**src/rtl/request_arbiter.sv**
```systemverilog
// request_arbiter
// Picks one of NUM_PORTS pending requests, presents it to a downstream
// fifo_queue and holds it there until the queue accepts it. On acceptance,
// the granted source receives a one-cycle ack pulse.
//
// Configuration macro: REQUEST_ARBITER_ROUND_ROBIN_EN
//   defined   -> round-robin arbitration with a rotating start pointer
//   undefined -> fixed priority, lowest port index wins (no pointer state)
module request_arbiter #(
  parameter int NUM_PORTS                  = 4,
  parameter int PORT_ID_WIDTH_IN_BITS      = 2,
  parameter int SINGLE_ENTRY_WIDTH_IN_BITS = 32
) (
  input  logic                                               clk_in,
  input  logic                                               reset_in,
  input  logic [NUM_PORTS*SINGLE_ENTRY_WIDTH_IN_BITS-1:0]    request_packed_in,
  input  logic [NUM_PORTS-1:0]                               request_valid_packed_in,
  output logic [NUM_PORTS-1:0]                               issue_ack_out,
  output logic [SINGLE_ENTRY_WIDTH_IN_BITS-1:0]              request_out,
  output logic                                               request_valid_out,
  output logic [PORT_ID_WIDTH_IN_BITS-1:0]                   request_port_id_out,
  input  logic                                               issue_ack_in
);

  localparam int IW = PORT_ID_WIDTH_IN_BITS;
  localparam int W  = SINGLE_ENTRY_WIDTH_IN_BITS;

  localparam logic [0:0] IDLE_ST = 1'b0;
  localparam logic [0:0] HOLD_ST = 1'b1;

  logic [0:0]           state_r;
  logic [W-1:0]         req_r;
  logic                 valid_r;
  logic [IW-1:0]        id_r;
  logic [NUM_PORTS-1:0] ack_r;

  logic [NUM_PORTS-1:0] eligible_s;
  logic                 any_s;
  logic [IW-1:0]        winner_s;
  logic [W-1:0]         winner_req_s;
  logic [NUM_PORTS-1:0] release_ack_s;
  int                   dist_s;
  int                   best_dist_s;

`ifdef REQUEST_ARBITER_ROUND_ROBIN_EN
  logic [IW-1:0]        ptr_r;
  logic [IW-1:0]        ptr_next_s;
`endif

  // Eligible requests: a port being acked this cycle is masked so the
  // request it is about to withdraw cannot be granted a second time.
  always_comb begin
    eligible_s = request_valid_packed_in & ~ack_r;
    any_s      = |eligible_s;
  end

  // Winner selection: smallest search distance among eligible ports.
  // Round-robin measures distance from the pointer (with wrap); fixed
  // priority uses the port index itself.
  always_comb begin
    winner_s    = {IW{1'b0}};
    best_dist_s = NUM_PORTS;
    dist_s      = 0;
    for (int j = 0; j < NUM_PORTS; j++) begin
`ifdef REQUEST_ARBITER_ROUND_ROBIN_EN
      dist_s = j - int'(ptr_r);
      if (dist_s < 0) begin
        dist_s = dist_s + NUM_PORTS;
      end else begin
        dist_s = dist_s;
      end
`else
      dist_s = j;
`endif
      if (eligible_s[j] && (dist_s < best_dist_s)) begin
        best_dist_s = dist_s;
        winner_s    = IW'(j);
      end else begin
        best_dist_s = best_dist_s;
        winner_s    = winner_s;
      end
    end
  end

  // Payload mux for the selected port.
  always_comb begin
    winner_req_s = {W{1'b0}};
    for (int j = 0; j < NUM_PORTS; j++) begin
      if (winner_s == IW'(j)) begin
        winner_req_s = request_packed_in[j*W +: W];
      end else begin
        winner_req_s = winner_req_s;
      end
    end
  end

  // One-hot ack vector for the port currently held.
  always_comb begin
    release_ack_s = {NUM_PORTS{1'b0}};
    for (int j = 0; j < NUM_PORTS; j++) begin
      release_ack_s[j] = (id_r == IW'(j));
    end
  end

`ifdef REQUEST_ARBITER_ROUND_ROBIN_EN
  // Next pointer: one past the winner, wrapping at the last port.
  always_comb begin
    if (winner_s == IW'(NUM_PORTS - 1)) begin
      ptr_next_s = {IW{1'b0}};
    end else begin
      ptr_next_s = winner_s + IW'(1);
    end
  end

  // Round-robin pointer advances only when a grant is issued.
  always_ff @(posedge clk_in or posedge reset_in) begin
    if (reset_in) begin
      ptr_r <= {IW{1'b0}};
    end else if ((state_r == IDLE_ST) && any_s) begin
      ptr_r <= ptr_next_s;
    end else begin
      ptr_r <= ptr_r;
    end
  end
`endif

  // Grant/hold/release control with registered outputs.
  always_ff @(posedge clk_in or posedge reset_in) begin
    if (reset_in) begin
      state_r <= IDLE_ST;
      req_r   <= {W{1'b0}};
      valid_r <= 1'b0;
      id_r    <= {IW{1'b0}};
      ack_r   <= {NUM_PORTS{1'b0}};
    end else begin
      case (state_r)
        IDLE_ST: begin
          ack_r <= {NUM_PORTS{1'b0}};
          if (any_s) begin
            state_r <= HOLD_ST;
            req_r   <= winner_req_s;
            valid_r <= 1'b1;
            id_r    <= winner_s;
          end else begin
            state_r <= IDLE_ST;
            req_r   <= {W{1'b0}};
            valid_r <= 1'b0;
            id_r    <= {IW{1'b0}};
          end
        end
        HOLD_ST: begin
          if (issue_ack_in) begin
            state_r <= IDLE_ST;
            req_r   <= {W{1'b0}};
            valid_r <= 1'b0;
            id_r    <= {IW{1'b0}};
            ack_r   <= release_ack_s;
          end else begin
            state_r <= HOLD_ST;
            ack_r   <= {NUM_PORTS{1'b0}};
          end
        end
        default: begin
          state_r <= IDLE_ST;
          req_r   <= {W{1'b0}};
          valid_r <= 1'b0;
          id_r    <= {IW{1'b0}};
          ack_r   <= {NUM_PORTS{1'b0}};
        end
      endcase
    end
  end

  assign issue_ack_out       = ack_r;
  assign request_out         = req_r;
  assign request_valid_out   = valid_r;
  assign request_port_id_out = id_r;

endmodule

```
**config.mk**
```make
export PLATFORM = sky130hd
export DESIGN_NAME = request_arbiter
export DESIGN_NICKNAME = d
export VERILOG_FILES = /design/src/rtl/request_arbiter.sv
export SDC_FILE = /design/constraint.sdc
export NUM_CORES = 1
export LEC_CHECK = 0
export BUFFER_PORTS_ARGS = -buffer_cell sky130_fd_sc_hd__buf_2
export CORE_MARGIN = 3
export CORE_UTILIZATION = 47
export DETAILED_ROUTE_END_ITERATION = 12
export PLACE_DENSITY_LB_ADDON = 0.12
export SLEW_MARGIN = 25
export SYNTH_ARGS = -nofsm -noshare
export SYNTH_HDL_FRONTEND = slang
export SYNTH_SLANG_ARGS = --single-unit
```
**constraint.sdc**
```tcl
create_clock -name clk_in -period 3.69 [get_ports clk_in]
set_input_delay 0.738 -clock clk_in [delete_from_list [all_inputs] [get_ports clk_in]]
set_output_delay 0.738 -clock clk_in [all_outputs]
set_load 0.05 [all_outputs]
```
==> results by group <==
Clocking
  • Clock latency on the worst-skew pair: approximately 0.29 ns
  • Max Root-Sink Buffers: 2
  • CTS tree: built
  • Post-CTS resize count: 0
  • Clock Tree Root: clkbuf_8
  • Post-CTS Hold Buffers: 0
  • Reg clk slew, reported paths: roughly 0.07 ns
  • Htree depth: 2
  • Clock Sinks: 40
  • Postcts setup bufs: 0
  • Num CTS Buffers: 5

Run
  • Max Cap Viol: 0

STA
  • Final period utilization: 0.677
  • Final hold violation count: 0
  • RSZ-0062 raised after global routing: false
  • Tightest Pin Transition: ~0.95 ns
  • Final setup viols: 0
  • Rel. slew slack: 0.368
  • Peak Freq: about 400 MHz
  • Skew final: between 0.01 and 0.015 ns
  • Min Tclk post-route: approximately 2.5 ns
  • Max-slew violations: 0
  • Post-Route Setup TNS: 0 ns

Critical path
  • Internal reg-to-reg setup slack: 1.29 ns
  • Critical path startpoint: request_valid_packed_in[0]
  • CP Launch Type: primary input
  • R2R depth: 5
  • Critical path cell sequence: buf_2 > and2b_1 > nor2_2 > buf_4 > a222oi_1 > a32oi_1
  • CP max FO: 22
  • Critical path class: in2reg
  • Crit path largest cell delay: between 0.7 and 0.8 ns
  • Critical Path AT: 2.65 ns
  • CP Data Required Time: about 3.8 ns
  • Setup crit end kind: flip-flop
  • Reg-to-Reg Start: issue_ack_out[0]
  • Reg-to-reg endpoint: request_out[9]
  • Slowest CP cell: and2b_1

Hold path
  • Worst Hold Class: reg2reg
  • Worst Hold End: issue_ack_out[2]
  • Hold Crit Depth: 1
  • Hold_sp: request_port_id_out[0]

Synthesis
  • Gate Count Post-Synth: roughly 360
  • Syn_area_per_cell: 8.16 sq um
  • Post-synthesis sequential area ratio: 0.340
  • Register bit total from synthesis: 40
  • Synth warnings: 0
  • Syn Std Cell Area: 2950 sq um
  • Syn nets: between 400 and 500
  • Synth cell types: 28

Placement
  • Port Buffers: approximately 170
  • Placer Congestion: 0.831
  • Hpwl dp: between 7000 and 8000 um

Power
  • Max IR drop VDD: roughly 0.25 mV
  • Overall power: about 1.4 mW
  • Leakage: ~2.0 nW
  • Power per cell area: 363 nW/um^2

Route
  • Routed via count: approximately 3500
  • Wire per inst: around 18 um
  • Final ANT Viol Nets: 0
  • Final Routed Wirelength: roughly 10000 um
  • Avg Vias per Cell: a little under 6
  • DRC Markers: 0
  • Detailed Route Iter0 Violations: 240
  • First-pass DRT Iterations: 6

Die
  • Core area: approximately 6000 sq um
  • Die Span X: ~85 um
  • Total die area: between 7000 and 8000 sq um
  • Rows: 28
  • Initial Util: 0.492
  • Die Span Y: 85.2 um
  • # IOs: roughly 170

GRT
  • Initial antenna violation count: 0
  • First-pass GRT wire length: between 15000 and 20000 um
  • Grt total ovfl: 0
  • Largest net degree at the start of global routing: between 40 and 50
  • GRT Overall Usage: 0.282
  • Number of global-route vias before repair: around 3500

Finish
  • P&R area growth vs syn: 31.6%
  • Total Nets Final: around 650
  • Antenna Cells: 0
  • Layout cells sized above 1: 0.381

Run status
  • Status: finished, final reports clean
[placed cells by master (no fill, tap or decap), types with 2 or more instances in the layout]
cell type    n
a21boi_0     4
a21boi_1     9
a21o_1      65
a21oi_1      2
a222oi_1    19
a32oi_1     32
buf_2      173
buf_4        7
clkbuf_8     5
dfrtp_1     40
nand2_1    131
nand2b_1     4
nor2_1       3
nor2b_4      3
nor3_1       2
nor3_4       2
[state kept, by name, summed over array words and instances, names as in the netlist]
| name | flops |
|---|---|
| issue_ack_out | 4 |
| request_out | 32 |
| request_port_id_out | 2 |
| request_valid_out | 1 |
| state_r | 1 |
[cells by family (layout without fill, tap and decap cells)]
| logic type | after synthesis | count (layout) | share of synthesized area |
|---|---|---|---|
| AO/OA/AOI/OAI | 134 | 134 | 0.375 |
| flip-flops | 40 | 40 | 0.340 |
| buffers and inverters | 37 | 190 | 0.0731 |
| AND/OR/NAND/NOR | 150 | 150 | 0.212 |
[worst max-delay path: cells and delay by family]
kind / cells / cell delay, ns
compound gates: 2 / 0.46
buf+inv: 2 / 0.40
simple gates: 2 / 1.04
[layout make-up]
class | instances | area, sq um
inverter | 2 | 7.51
clock buffer | 6 | 72.6
sequential | 40 | 1000
clock inverter | 1 | 5.00
tap | 75 | 93.8
fill | 551 | 2110
timing repair buffer | 181 | 946
multi-input combinational | 284 | 1750
[worst max-delay path by stage]
stage | slack [ns] | to
after floorplan | 1.93 | request_out[10]
after global placement | 0.98 | request_out[11]
after detailed placement | 0.98 | request_out[20]
after CTS | 1.28 | request_out[9]
after global routing | 1.10 | request_out[17]
final | 1.19 | request_out[9]
[metrics by stage]
stage          cell area [sq um]  hold slack, ns  setup WS [ns]  utilization  cells
6_report                    3880           0.521           1.19        0.647    589
5_1_grt                     3880           0.571           1.10        0.647    589
4_1_cts                     3850           0.520           1.28        0.642    588
3_5_place_dp                3770           0.499          0.977        0.629    581
3_3_place_gp                3770           0.501          0.981        0.629    581
2_1_floorplan               2950           0.747           1.93            -    361
[cells in the mapped netlist, drive strengths merged]
| master | count | area [sq um] |
|---|---|---|
| a211oi | 1 | 7.51 |
| a21boi | 13 | 97.6 |
| a21o | 65 | 488 |
| a21oi | 2 | 10.0 |
| a222oi | 19 | 190 |
| a32oi | 32 | 280 |
| and2b | 2 | 17.5 |
| buf | 27 | 178 |
| clkbuf | 8 | 30.0 |
| dfrtp | 40 | 1000 |
| inv | 2 | 7.51 |
| nand2 | 131 | 492 |
| nand2b | 4 | 25.0 |
| nand3 | 1 | 5.00 |
| nor2 | 4 | 17.5 |
| nor2b | 3 | 26.3 |
| nor3 | 4 | 36.3 |
| nor4 | 1 | 6.26 |
| o31ai | 1 | 21.3 |
| o32ai | 1 | 8.76 |
[power breakdown]
part | switching, mW | total [mW] | internal (mW)
clock | 0.153 | 0.282 | 0.129
sequential | 0.0362 | 0.523 | 0.487
combinational | 0.402 | 0.603 | 0.201
[routing by layer]
layer | wire [um] | vias up | track usage
li1 | - | 1630 | -
met1 | 4120 | 1645 | 0.355
met2 | 5160 | 205 | 0.490
met3 | 978 | 16 | 0.0631
met4 | 143 | 0 | 0.0662
met5 | 0 | - | 0
No activity file was read; power rests on OpenSTA's default activity.
